===== config.mk =====
export PLATFORM = sky130hd
export DESIGN_NAME = lmdpl_phase_sequencer
export DESIGN_NICKNAME = d
export VERILOG_FILES = /design/src/rtl/lmdpl_phase_sequencer.sv
export SDC_FILE = /design/constraint.sdc
export NUM_CORES = 1
export LEC_CHECK = 0
export ABC_CLOCK_PERIOD_IN_PS = 3830
export CAP_MARGIN = 20
export CELL_PAD_IN_SITES_DETAIL_PLACEMENT = 1
export CELL_PAD_IN_SITES_GLOBAL_PLACEMENT = 1
export CORE_MARGIN = 3
export CORE_UTILIZATION = 40
export CTS_CLUSTER_DIAMETER = 40
export DETAILED_ROUTE_END_ITERATION = 12
export PLACE_DENSITY_LB_ADDON = 0.08
export SYNTH_ARGS = -nofsm -noshare
export SYNTH_HDL_FRONTEND = slang
export SYNTH_SLANG_ARGS = --single-unit

===== constraint.sdc =====
create_clock -name UserCLK -period 3.83 [get_ports UserCLK]
set_input_delay 0.383 -clock UserCLK [delete_from_list [all_inputs] [get_ports UserCLK]]
set_output_delay 0.383 -clock UserCLK [all_outputs]
set_load 0.01 [all_outputs]

===== src/rtl/lmdpl_phase_sequencer.sv =====
// Precharge/evaluate sequencer for one dual-rail LMDPL XOR tile, with codeword checking.
// Optional macro LMDPL_ALARM_LOCK_EN: once the alarm is set, hold IDLE and refuse operands until rst.
module lmdpl_phase_sequencer #(
  parameter int unsigned LATENCY          = 2,
  parameter int unsigned PRECHARGE_CYCLES = 1,
  parameter int unsigned ERR_CNT_W        = 8,
  parameter int unsigned ALARM_THRESH     = 4
) (
  input  logic                 UserCLK,
  input  logic                 rst,
  input  logic                 in_valid,
  output logic                 in_ready,
  input  logic                 in_a0,
  input  logic                 in_a1,
  input  logic                 in_b0,
  input  logic                 in_b1,
  output logic                 A0_t,
  output logic                 A0_f,
  output logic                 B0_t,
  output logic                 B0_f,
  output logic                 A1_t,
  output logic                 A1_f,
  output logic                 B1_t,
  output logic                 B1_f,
  input  logic                 Z0_t,
  input  logic                 Z0_f,
  input  logic                 Z1_t,
  input  logic                 Z1_f,
  output logic                 out_valid,
  output logic                 out_z0,
  output logic                 out_z1,
  output logic                 out_err,
  output logic [ERR_CNT_W-1:0] err_count,
  output logic                 alarm
);

  typedef enum logic [1:0] {IDLE = 2'd0, PRE = 2'd1, EVAL = 2'd2, DONE = 2'd3} state_e;

  localparam logic [3:0]           PRE_LOAD  = 4'(PRECHARGE_CYCLES - 1);
  localparam logic [3:0]           EVAL_LOAD = 4'(LATENCY);
  localparam logic [ERR_CNT_W-1:0] THRESH    = ERR_CNT_W'(ALARM_THRESH);
  localparam logic [ERR_CNT_W-1:0] CNT_MAX   = {ERR_CNT_W{1'b1}};

  // Single-rail share to {true, false} rail pair.
  function automatic logic [1:0] enc_pair(input logic share);
    enc_pair = {share, ~share};
  endfunction

  // Rail pair to {invalid, value}; 00 and 11 are not legal codewords.
  function automatic logic [1:0] dec_pair(input logic t, input logic f);
    case ({t, f})
      2'b10:   dec_pair = 2'b01;
      2'b01:   dec_pair = 2'b00;
      default: dec_pair = 2'b10;
    endcase
  endfunction

  state_e                 state_q, state_d;
  logic [3:0]             cnt_q, cnt_d;
  logic [3:0]             shares_q, shares_d;   // {a0, a1, b0, b1}
  logic [7:0]             rails_q, rails_d;
  logic                   in_ready_q, in_ready_d;
  logic                   out_valid_q, out_valid_d;
  logic                   out_z0_q, out_z0_d;
  logic                   out_z1_q, out_z1_d;
  logic                   out_err_q, out_err_d;
  logic [ERR_CNT_W-1:0]   err_cnt_q, err_cnt_d;
  logic                   alarm_q, alarm_d;
  logic [1:0]             dec0_s, dec1_s;
  logic                   accept_s;
  logic                   lock_s;

  assign accept_s = in_valid & in_ready_q;
  assign dec0_s   = dec_pair(Z0_t, Z0_f);
  assign dec1_s   = dec_pair(Z1_t, Z1_f);

  // State, phase counter and latched operand shares
  always_ff @(posedge UserCLK) begin
    if (rst) begin
      state_q  <= IDLE;
      cnt_q    <= 4'd0;
      shares_q <= 4'd0;
    end else begin
      state_q  <= state_d;
      cnt_q    <= cnt_d;
      shares_q <= shares_d;
    end
  end

  // Next-state: IDLE -> PRE (precharge) -> EVAL (tile latency) -> DONE -> IDLE
  always_comb begin
    state_d  = state_q;
    cnt_d    = cnt_q;
    shares_d = shares_q;
    case (state_q)
      IDLE: begin
        if (accept_s) begin
          state_d  = PRE;
          cnt_d    = PRE_LOAD;
          shares_d = {in_a0, in_a1, in_b0, in_b1};
        end else begin
          state_d  = IDLE;
        end
      end
      PRE: begin
        if (cnt_q == 4'd0) begin
          state_d = EVAL;
          cnt_d   = EVAL_LOAD;
        end else begin
          cnt_d   = cnt_q - 4'd1;
        end
      end
      EVAL: begin
        if (cnt_q == 4'd0) begin
          state_d = DONE;
        end else begin
          cnt_d   = cnt_q - 4'd1;
        end
      end
      DONE:    state_d = IDLE;
      default: state_d = IDLE;
    endcase
  end

  // Output next-values, keyed on the upcoming state so every output is a flop
  always_comb begin
    rails_d     = 8'h00;
    out_valid_d = 1'b0;
    out_z0_d    = out_z0_q;
    out_z1_d    = out_z1_q;
    out_err_d   = out_err_q;
    err_cnt_d   = err_cnt_q;
    if (state_d == EVAL) begin
      rails_d = {enc_pair(shares_d[3]), enc_pair(shares_d[1]),
                 enc_pair(shares_d[2]), enc_pair(shares_d[0])};
    end else begin
      rails_d = 8'h00;
    end
    if (state_d == DONE) begin
      out_valid_d = 1'b1;
      out_z0_d    = dec0_s[0];
      out_z1_d    = dec1_s[0];
      out_err_d   = dec0_s[1] | dec1_s[1];
      if (out_err_d && (err_cnt_q != CNT_MAX)) begin
        err_cnt_d = err_cnt_q + ERR_CNT_W'(1);
      end else begin
        err_cnt_d = err_cnt_q;
      end
    end else begin
      out_valid_d = 1'b0;
    end
    alarm_d = alarm_q | (err_cnt_d >= THRESH);
`ifdef LMDPL_ALARM_LOCK_EN
    lock_s = alarm_d;
`else
    lock_s = 1'b0;
`endif
    in_ready_d = (state_d == IDLE) & ~lock_s;
  end

  // Output registers
  always_ff @(posedge UserCLK) begin
    if (rst) begin
      rails_q     <= 8'h00;
      in_ready_q  <= 1'b0;
      out_valid_q <= 1'b0;
      out_z0_q    <= 1'b0;
      out_z1_q    <= 1'b0;
      out_err_q   <= 1'b0;
      err_cnt_q   <= {ERR_CNT_W{1'b0}};
      alarm_q     <= 1'b0;
    end else begin
      rails_q     <= rails_d;
      in_ready_q  <= in_ready_d;
      out_valid_q <= out_valid_d;
      out_z0_q    <= out_z0_d;
      out_z1_q    <= out_z1_d;
      out_err_q   <= out_err_d;
      err_cnt_q   <= err_cnt_d;
      alarm_q     <= alarm_d;
    end
  end

  assign {A0_t, A0_f, B0_t, B0_f, A1_t, A1_f, B1_t, B1_f} = rails_q;
  assign in_ready  = in_ready_q;
  assign out_valid = out_valid_q;
  assign out_z0    = out_z0_q;
  assign out_z1    = out_z1_q;
  assign out_err   = out_err_q;
  assign err_count = err_cnt_q;
  assign alarm     = alarm_q;

endmodule


# After elaboration in Yosys (flattened, before gate mapping)
# Index checks and enable logic that the tools add are counted.
# totals
elab_cells,56
reg_bits,32
inputBits,11
# classes
n_bitwise,8
n_lt_le_gt_ge,1
addsub,2
n_eq_ne,12
reduce_logical,7
mux,15
# op_table
operator,count
$mux W4,5
$mux W8,2
$eq A2 B2 Y1 const B,6
$pmux W4 S3,1
$add A8 B1 Y8 const B,1
$ge A8 B3 Y1 const B,1
$ne A8 B8 Y1 const B,1
$pmux W2 S2,2
$pmux W2 S4,1
$eq A2 B1 Y1 const B,3
$not A1 Y1,5
$logic_not A2 Y1,2
$logic_not A4 Y1,1
$mux W2,2
$ne A2 B2 Y1 const B,2
$sub A4 B1 Y4 const B,1
$reduce_and A3 Y1,1
$reduce_bool A3 Y1,1
$mux W1,2
$or A1 B1 Y1,2
$reduce_or A2 Y1,1
$and A1 B1 Y1,1
$logic_and A1 B1 Y1,1

# Longest topological paths before layout
# Gate-level depths: netlist of the first run.
# depth
ltp_word,8
depth_mapped,8
depth_no_buf,7

# Worst setup path after synthesis of the first run
# No wires, ideal clock.
# synth_timing
kind,reg2reg
startpoint,register cnt_q[0]
endpoint,"register alarm_q, in the netlist alarm"
n_path_buf,1
arrival_time_ns,1.903
stages_incl_launch_ff,9
setup_slack_ns,1.789
required_time_ns,3.693
synth_period_minus_slack_ns,2.041
path_cell_list,dfxtp_1 -> inv_1 -> ha_1 -> or3b_4 -> a2111oi_4 -> buf_6 -> nand2_1 -> o21ai_1 -> a41oi_2
# synth_via
elab_chain_len,7
elab_cells_between_ends,8
classes_between,order compare: 1; eq/ne: 1; mux: 4; bitwise: 1; reduce/logical: 1
# synth_lines
element,line,text
start: declaration,59,"logic [3:0] cnt_q, cnt_d;"
start signal: assignment,85,cnt_q <= cnt_d;
$logic_not A4 Y1 *,"106, 114",
"$mux W2, on equally long branches","114, 106",
$pmux W2 S4 *,95,case (state_q)
$eq A2 B2 Y1 *,139,if (state_d == DONE) begin
$mux W8 *,139,
$ge A8 B3 Y1 *,152,alarm_d = alarm_q | (err_cnt_d >= THRESH);
$or A1 B1 Y1 *,152,
end signal: assignment,180,alarm_q <= alarm_d;
end: declaration,68,"logic alarm_q, alarm_d;"
# Every way passes the cells marked *; elsewhere a longest branch is shown, timed or not.
# A chain may end at the register's enable or synchronous reset.

# Worst setup path after layout of the first run
# Ends and elaborated chain as after synthesis.

==> impl_metrics.ini, run 1 <==
[setup_path]
crit_type = reg2reg
crit_arrival_ns = 2.73
required_ns = 3.95
r2r_slack_ns = 1.22
cp_max_fo = 14
crit_path_end_kind = register
startpoint_type = register

[die]
core_area_sq_um = 3468
ioPinCount = 33
num_rows = 21
dieArea_sq_um = 4500
die_y_um = 67.09
die_w_um = 67.09
start_util = 0.4304

[global_route]
grt_max_degree = 27
grt_antenna_before_repair = 0
grt_pass1_vias = 1319
grt-busiest-layer = met2
grt_overflow_total = 0
track_usage = 0.1824
grt_pass1_wl_um = 6065
grt_use_met1 = 0.1947
use_met2 = 0.3252
met3_usage = 0.06071

[timing]
timing_worst_slew_pin_value_ns = 0.9638
fin_ws_ns = 1.216
hold_ws_ns = 0.4862
hold_violations = 0
slew_viol_final = 0
maxSlewHeadroom = 0.3554
max_freq_mhz = 382.6
rsz0062_at_grt = false
skew_ns = 0.004480
period_share = 0.6824
period_minus_slack_ns = 2.614
final.setup.tns_ns = 0
finalSetupViolations = 0

[clock_tree]
clk-insertion-delay-late_ns = 0.28
cts_max_level = 2
post-cts-setup-buffers = 0
cts_tree = built
cts_buffers = 5
ctsHoldBuffers = 0
path_clk_slew_ns = 0.07
cts.path.max_buffers = 2
cts_num_sinks = 32
root_buffer = clkbuf_8
cts.repair.resized = 0

[layout]
multi_input_area_sq_um = 803.3
nets = 210
insertedDiodeCount = 0
area_growth_pct = 31.01
fillers = 407
final-seq-area_sq_um = 640.6
final_layout_size_suffix_gt1_frac = 0.06842

[synthesis]
ys_seq_area_frac = 0.4292
yosysTopAreaCellShare = 0.4292
synth.distinct_cells = 39
netlist_area_sq_um = 1493
synthTopCellsByArea = dfxtp_1, ha_1, nor2_1
ys_seq_elements = 32
avgSynthCellArea_sq_um = 9.630
synth_flop_cell = dfxtp_1
synth_edf_count = 0
syn_inst = 155
synthTopCellsByCount = dfxtp_1, nor2_1, ha_1
async_flop_share = 0
yosys.cell_count.top_type = dfxtp_1
yosys_warnings = 0
syn_nets = 176
yosys.area.top_type = dfxtp_1

[route]
finalWirelength_um = 3483
wl_per_cell_um = 14.76
drc = 0
drt_iter0_markers = 35
drtPass1Iterations = 4
routed_via_density = 5.093
vias = 1202
drtAntennaViolNets = 0

[placement]
port_buffers = 32
dp_slack_ns = 1.217
dpl.hpwl_um = 2562
place_congestion = 0.7977

[status]
status = completed

[pwr]
power_density_nw_per_um2 = 359.1
ir_worst_vdd_uv = 262.5
power_leakage_nw = 0.7532

[worst_hold_path]
min_path_type = reg2reg

[run]
drv_cap = 0
==> layout by cell type, fill, tap and decap left out, types with 5 or more instances in the layout <==
cell / count
clkdlybuf4s50_1: 32
nor2_1: 25
ha_1: 10
a21oi_1: 5
dfxtp_1: 32
inv_1: 6
mux2i_1: 9
nor3b_1: 6
clkbuf_8: 5
==> cell type report <==
cell class / count / share of cell area
multi-input cells: 112 / 0.4107
well taps: 46 / 0.02943
clock buffers: 5 / 0.03519
inverters: 6 / 0.01152
repair buffers: 32 / 0.1638
clock inverters: 3 / 0.02175
flip-flops and latches: 32 / 0.3276
==> state kept, by name, indices dropped and copies added (netlist names) <==
register,flops
shares_q,4
cnt_q,4
alarm,1
in_ready,1
err_count,8
rails_q,8
out_valid,1
out_err,1
out_z1,1
out_z0,1
state_q,2
==> kinds of logic after synthesis <==
kind of cell,after synthesis,synth area share
XOR/XNOR,7,0.04107
adder cells (fa/ha/maj),10,0.08382
AND/OR/NAND/NOR,65,0.2372
flip-flops,32,0.4292
multiplexers,9,0.06035
AO/OA/AOI/OAI,21,0.1157
buffers and inverters,11,0.03269
==> where the power goes <==
group / switching [mW] / internal (mW) / leakage, nW / total (mW)
logic: 0.0224 / 0.0200 / 0.441 / 0.0424
registers: 0.00201 / 0.336 / 0.259 / 0.338
clock network: 0.129 / 0.192 / 0.0541 / 0.322
==> per-stage QoR <==
step,std cells,power (mW),utilization,instance area [sq um]
floorplan,155,0.3682,-,1493
global placement,228,0.3860,0.5317,1844
detailed placement,228,0.3876,0.5317,1844
CTS,236,0.7125,0.5639,1956
global route,236,0.7310,0.5639,1956
finish,236,0.7023,0.5639,1956
==> worst max-delay path: stages, from the launching register on <==
cell and delay, ns:
dfxtp_1 0.31, inv_1 0.11, ha_1 0.18, or3b_4 0.42, a2111oi_4 0.80, and4bb_1 0.31, xnor2_1 0.17, a41oi_2 0.14
==> path summary, 6_finish.rpt <==
check | from | depth (start not counted) | to
worst max-delay path | cnt_q[0] | 7 | alarm
worst min register to register | cnt_q[1] | 2 | cnt_q[1]
worst max register to register | cnt_q[0] | 7 | alarm
worst min-delay path | cnt_q[1] | 2 | cnt_q[1]
==> metal layers <==
metal	vias to the layer above	part of all wire
li1	609	-
met1	567	0.42
met2	20	0.53
met3	6	0.031
met4	0	0.017
met5	-	0
Power figures use the tool's default switching activity.
==> inputs of run 2 (changes only) <==
--- a/config.mk
+++ b/config.mk
@@ -5,12 +5,12 @@
 export SDC_FILE = /design/constraint.sdc
 export NUM_CORES = 1
 export LEC_CHECK = 0
-export ABC_CLOCK_PERIOD_IN_PS = 3830
+export ABC_CLOCK_PERIOD_IN_PS = 2500
 export CAP_MARGIN = 20
 export CELL_PAD_IN_SITES_DETAIL_PLACEMENT = 1
 export CELL_PAD_IN_SITES_GLOBAL_PLACEMENT = 1
 export CORE_MARGIN = 3
-export CORE_UTILIZATION = 40
+export CORE_UTILIZATION = 37
 export CTS_CLUSTER_DIAMETER = 40
 export DETAILED_ROUTE_END_ITERATION = 12
 export PLACE_DENSITY_LB_ADDON = 0.08
==> constraint.sdc (replaced) <==
create_clock -name UserCLK -period 2.5 [get_ports UserCLK]
set_input_delay 0.25 -clock UserCLK [delete_from_list [all_inputs] [get_ports UserCLK]]
set_output_delay 0.25 -clock UserCLK [all_outputs]
set_load 0.01 [all_outputs]
==> impl_metrics.ini, run 2 (synthesis results as in run 1) <==
[clock_tree]
path_clk_slew_ns = 0.07
ctsHoldBuffers = 0
cts_num_sinks = 32
cts_max_level = 2
root_buffer = clkbuf_8
cts.repair.resized = 0
cts_tree = built
clk-insertion-delay-late_ns = 0.29
cts.path.max_buffers = 2
cts_buffers = 5
post-cts-setup-buffers = 0

[die]
ioPinCount = 33
num_rows = 22
core_area_sq_um = 3771
die_w_um = 69.52
dieArea_sq_um = 4832
die_y_um = 69.52
start_util = 0.3958

[timing]
finalSetupViolations = 0
period_share = 0.9077
slew_viol_final = 0
rsz0062_at_grt = false
skew_ns = 0.006357
timing_worst_slew_pin_value_ns = 0.4472
hold_violations = 0
period_minus_slack_ns = 2.269
max_freq_mhz = 440.7
maxSlewHeadroom = 0.6993
final.setup.tns_ns = 0

[placement]
place_congestion = 0.8129
port_buffers = 32
dpl.hpwl_um = 2755

[worst_hold_path]
min_path_type = reg2reg
hp-start = cnt_q[1]
hold_depth = 2
hold_end = cnt_q[1]

[setup_path]
path_cells = inv_1 -> ha_1 -> or3b_4 -> a2111oi_4 -> and4bb_1 -> xnor2_1 -> a41oi_2
r2r_slack_ns = 0.23
startpoint_type = register
required_ns = 2.66
worstPathBufferInverterCount = 1
crit_type = reg2reg
critPathSlowestCell = a2111oi_4
crit_arrival_ns = 2.43
cp_max_fo = 6
critPathMaxStageDelay_ns = 0.48
critPathTopFamily = simple AND/OR/NAND/NOR gates
r2r-start = cnt_q[0]
worst_r2r_endpoint = alarm
crit_path_end_kind = register
r2r_cells = 7

[pwr]
power_density_nw_per_um2 = 544.9
p_comb_frac = 0.060
p_switching_uw = 241.6
p_int_uw = 841.7
switching_share = 0.2230
power_leakage_nw = 0.7731
clock_power_share = 0.461
finalPower_mw = 1.083
p_seq_frac = 0.479
ir_worst_vdd_uv = 288.9

[layout]
multi_input_area_sq_um = 803.3
layout_common_cells = dfxtp_1, clkdlybuf4s50_1, nor2_1, ha_1, mux2i_1
finalCoreUtilization = 0.5272
insertedDiodeCount = 0
fillers = 428
area_growth_pct = 33.19
nets = 214
final-seq-area_sq_um = 640.6
final_layout_size_suffix_gt1_frac = 0.08763

[route]
drtAntennaViolNets = 0
wl_per_cell_um = 15.24
routed_via_density = 5.136
drt_iter0_markers = 34
drtPass1Iterations = 4
vias = 1243
finalWirelength_um = 3688
drc = 0

[global_route]
use_met2 = 0.3019
grt_use_met1 = 0.1881
track_usage = 0.1678
grt_pass1_wl_um = 6444
grt_antenna_before_repair = 0
grt_max_degree = 21
grt_overflow_total = 0
grt-busiest-layer = met2
grt_pass1_vias = 1354
met3_usage = 0.04638

[run]
drv_cap = 0

[status]
status = completed
[run 2: changes by cell type in the layout (fill, tap and decap cells not counted)]
cell and change:
buf_4 +4
[run 2: layer usage]
metal | vias to the layer above | share of wire
met1 | 599 | 0.44
met5 | - | 0
met3 | 6 | 0.033
met2 | 21 | 0.52
li1 | 617 | -
met4 | 0 | 0.015
[run 2: worst reg2reg max path, cell delays in order (launching register included)]
cell and delay (ns):
dfxtp_1 0.31, inv_1 0.11, ha_1 0.19, or3b_4 0.42, a2111oi_4 0.48, and4bb_1 0.28
xnor2_1 0.20, a41oi_2 0.15
[run 2: area by class of cell]
type / count / area share
clock inverter: 3 / 0.02140
timing repair buffer: 36 / 0.1762
multi-input combinational: 112 / 0.4040
clock buffer: 5 / 0.03461
inverter: 6 / 0.01133
tap: 48 / 0.03021
sequential: 32 / 0.3222
[run 2: how the worst max path moves through the flow]
stage | endpoint | cells after the start | startpoint | slack (ns)
detailed placement | err_count[1] | 7 | cnt_q[0] | 0.26
global route | err_count[1] | 8 | state_q[0] | 0.1
CTS | alarm | 7 | cnt_q[0] | 0.23
finish | alarm | 7 | cnt_q[0] | 0.23
global placement | alarm | 7 | cnt_q[0] | 0.35
floorplan | alarm | 8 | cnt_q[0] | 0.46
[run 2: power by group through the flow]
stage	Combinational, mW	Clock (mW)	Sequential (mW)
6_report	0.0654	0.499	0.519
5_1_grt	0.0731	0.535	0.519
4_1_cts	0.0668	0.514	0.519
3_3_place_gp	0.0632	0	0.530
3_5_place_dp	0.0655	0	0.531
2_1_floorplan	0.0341	0	0.530
[run 2: per-stage QoR]
stage | hold WS (ns) | setup WS (ns) | std cells | cell area, sq um
3_5_place_dp | 0.4863 | 0.2634 | 234 | 1877
5_1_grt | 0.5221 | 0.09744 | 242 | 1988
2_1_floorplan | 0.4259 | 0.4595 | 155 | 1493
3_3_place_gp | 0.4589 | 0.3468 | 234 | 1877
4_1_cts | 0.4974 | 0.2318 | 242 | 1988
6_report | 0.4934 | 0.2307 | 242 | 1988
==> RTL change 1, RTL diff (flow settings as in run 2) <==
Add a define of `LMDPL_ALARM_LOCK_EN`.
--- a/src/rtl/lmdpl_phase_sequencer.sv
+++ b/src/rtl/lmdpl_phase_sequencer.sv
@@ -1,5 +1,7 @@
 // Precharge/evaluate sequencer for one dual-rail LMDPL XOR tile, with codeword checking.
 // Optional macro LMDPL_ALARM_LOCK_EN: once the alarm is set, hold IDLE and refuse operands until rst.
+`define LMDPL_ALARM_LOCK_EN
+
 module lmdpl_phase_sequencer #(
   parameter int unsigned LATENCY          = 2,
   parameter int unsigned PRECHARGE_CYCLES = 1,
Function: same outputs for any inputs over 10 cycles, from zero or initial values and one cycle with rst high; that may be too few to reach the edited logic, so the function may still have changed.
==> RTL change 1 against run 2 <==
Worst setup slack worse by 0.12 ns; critical path depth did not move; sequential cell count unchanged; area after synthesis up 4.2%; final area up 2.0%; wire length is 5.2% higher; clock skew decreased by 0.0039 ns; power decreased by 5.6%; critical path type unchanged; critical endpoint is now in_ready$_SDFF_PP0_; largest cell class unchanged; highest routed layer unchanged.
==> RTL change 1: results (changes against run 2) <==
pwr:
  intPower_uw: 796  # -5.5%
grt:
  grt_pass1_wl_um: 6690  # +3.9%
  grtUsageMet3_pct: 3.69  # -0.94 points
  grt_usage_pct: 16.6  # -0.18 points
  grt_use_met2_pct: 28.4  # -1.8 points
place:
  dp_slack_ns: 0.150  # -0.113 ns
  place_area_um2: 1920  # +2.3%
  gp_congestion: 0.854  # +5.1%
  placedCellCount: 247  # +5.6%
  dp_hpwl_um: 2900  # +5.1%
logic_synthesis:
  yosys-top-cells-area: "dfxtp_1 (41%), ha_1 (8.0%), nor2_1 (6.3%)"
  yosys.area_share.xor_xnor_pct: 5.07  # +0.96 points
  ys_types: 40  # +2.6%
  synth_fp_nets: 191  # +8.5%
  synth-compound-area-share_pct: 11.9  # +0.34 points
critical_path:
  cp_slowest_cell: "or4b_4"
  cp-endpoint: "in_ready$_SDFF_PP0_"
  worstPathMaxFanout: 8  # +2
  max_stage_delay_ns: 0.55  # +0.07 ns
  cp.arrival_ns: 2.62  # +0.19 ns
routing:
  routed-wl-met2_um: 2020  # +6.4%
  wl_met1_um: 1720  # +7.2%
  wl_per_cell_um: 15.3  # +0.26%
  wirelength_um: 3880  # +5.2%
  viasPerCell: 5.35  # +4.2%
sta:
  worst_slew_pin_slew_ns: 0.612  # +0.165 ns
  clock_skew_ns: 0.00242  # -0.00394 ns
outcome:
  status: "finished, final reports clean"
cells_and_area:
  nets: 227  # +6.1%
-- RTL change 1: cell types whose count changed in the layout (fill, tap and decap cells not counted), moves of 3 or more --
cell / change
and2_1: -4
nand3_1: +4
nor3b_1: -3
nor2b_1: -3
and3_1: +3
a21oi_1: +3
nand2_1: +5
-- RTL change 1: final cells by class --
type / count / area (µm²)
fill: 451 / 1830
multi-input combinational: 125 / 865
sequential: 32 / 641
timing repair buffer: 34 / 335
clock buffer: 7 / 96.3
tap: 48 / 60.1
inverter: 8 / 30.0
-- RTL change 1: power groups by stage --
stage / combinational (mW) / sequential [mW] / clock, mW
after floorplan: 0.0370 / 0.531 / 0
after global placement: 0.0686 / 0.532 / 0
after detailed placement: 0.0712 / 0.532 / 0
after CTS: 0.0719 / 0.520 / 0.444
after global routing: 0.0799 / 0.521 / 0.460
final: 0.0716 / 0.521 / 0.431
-- RTL change 1: tightest hold or removal path, delay by kind of cell, from the launching register on --
kind	cells	cell delay, ns
flops	1	0.33
compound gates	1	0.05
simple gates	1	0.06
==> RTL change 2, RTL diff (flow settings as in run 2) <==
Made on the original files. Register the output `err_count` once more, cleared by the reset; this adds one clock of latency there. The other outputs are not delayed to match.
--- a/src/rtl/lmdpl_phase_sequencer.sv
+++ b/src/rtl/lmdpl_phase_sequencer.sv
@@ -187,7 +187,13 @@
   assign out_z0    = out_z0_q;
   assign out_z1    = out_z1_q;
   assign out_err   = out_err_q;
-  assign err_count = err_cnt_q;
+  always_ff @(posedge UserCLK) begin
+    if (rst) begin
+      err_count <= '0;
+    end else begin
+      err_count <= err_cnt_q;
+    end
+  end
   assign alarm     = alarm_q;
 
 endmodule
Behaviour: not the same (a bounded check fails within 10 cycles, from zero or initial values and one cycle with rst high).
==> RTL change 2 against run 2 <==
Final area grew 12%; power rose by 7.6%; wire length is 7.0% higher; worst setup slack lost 0.12 ns; clock power shrank 11%; synthesized cell count grew 23%; area after synthesis increased by 20%; sequential cell count increased by 8; critical path type unchanged; utilization decreased by 3.2 points.
==> RTL change 2: results (changes against run 2) <==
logic_synthesis:
  yosys-mux-area-fraction_pct: 4.48  # -1.6 points
  synth-compound-area-share_pct: 10.3  # -1.3 points
  synthAdderAreaFrac_pct: 7.01  # -1.4 points
  yosys.area_share.xor_xnor_pct: 4.41  # +0.31 points
  ys_types: 44  # +13%
  synth_top_cells_by_count: "dfxtp_1 (40), nor2_1 (22), a21oi_1 (11), nand2_1 (11), nor2b_1 (11)"
  synth_fp_nets: 211  # +20%
  yosys-top-cells-area: "dfxtp_1 (45%), ha_1 (7.0%), nor2_1 (4.6%)"
cells_and_area:
  nFillCells: 538  # +26%
  sh_seq_area_pct: 35.9  # +3.7 points
  nonClkBufAreaFrac_pct: 15.7  # -1.9 points
  inverters: 9  # +3
  multi_input_area_um2: 888  # +11%
  nets: 243  # +14%
  regArea_um2: 801  # +25%
  multi_input_gates: 130  # +16%
  area_growth_pct: 24.9
  layout-drive-gt1-share_pct: 10.8  # +2.0 points
worst_hold_path:
  min_to: "out_z1$_SDFFE_PP0N_"
place:
  dp_hpwl_um: 2950  # +7.3%
  gp_congestion: 0.773  # -4.9%
  dp_slack_ns: 0.100  # -0.163 ns
pwr:
  vdd_drop_max_v: 0.000385  # +33%
  power.leakage_nw: 0.814  # +5.3%
critical_path:
  worstPathMaxFanout: 8  # +2
  cp_slowest_cell: "or3b_4"
  max_stage_delay_ns: 0.41  # -0.07 ns
  cp.arrival_ns: 2.61  # +0.18 ns
  r2r_end: "err_cnt_q[7]$_SDFF_PP0_"
grt:
  grt_max_degree: 31  # +48%
  grt_pass1_vias: 1492  # +10%
  grt_pass1_wl_um: 6560  # +1.7%
  grt_usage_pct: 15.2  # -1.6 points
sta:
  max-slew-margin-rel_pct: 50.8  # -19 points
  holdWs_ns: 0.487  # -0.00662 ns
  clock_skew_ns: 0.00236  # -0.00399 ns
outcome:
  status: "finished, final reports clean"
routing:
  wirelength_um: 3950  # +7.0%
  wl_per_cell_um: 14.4  # -5.8%
-- RTL change 2: cell count changes after synthesis, sizes merged, moves of 5 or more --
| cell | run 2 | this run |
|---|---|---|
| a21oi | 5 | 11 |
| dfxtp | 32 | 40 |
| nand2 | 4 | 11 |
| nor2b | 3 | 11 |
| nor3b | 7 | 2 |
| nor4 | 0 | 5 |
-- RTL change 2: power by group --
part / total (mW) / internal, mW / switching, mW
logic: 0.0750 / 0.0337 / 0.0413
clock network: 0.446 / 0.220 / 0.225
registers: 0.645 / 0.642 / 0.00300
-- RTL change 2: routing by layer --
metal / vias up / routed length (µm) / track usage [%] / share of wire, %
li1: 708 / - / - / -
met1: 687 / 1730 / 17.9 / 44
met2: 27 / 2050 / 25.9 / 52
met3: 5 / 125 / 4.09 / 3.2
met4: 0 / 51 / 6.41 / 1.3
met5: - / 0 / 0 / 0
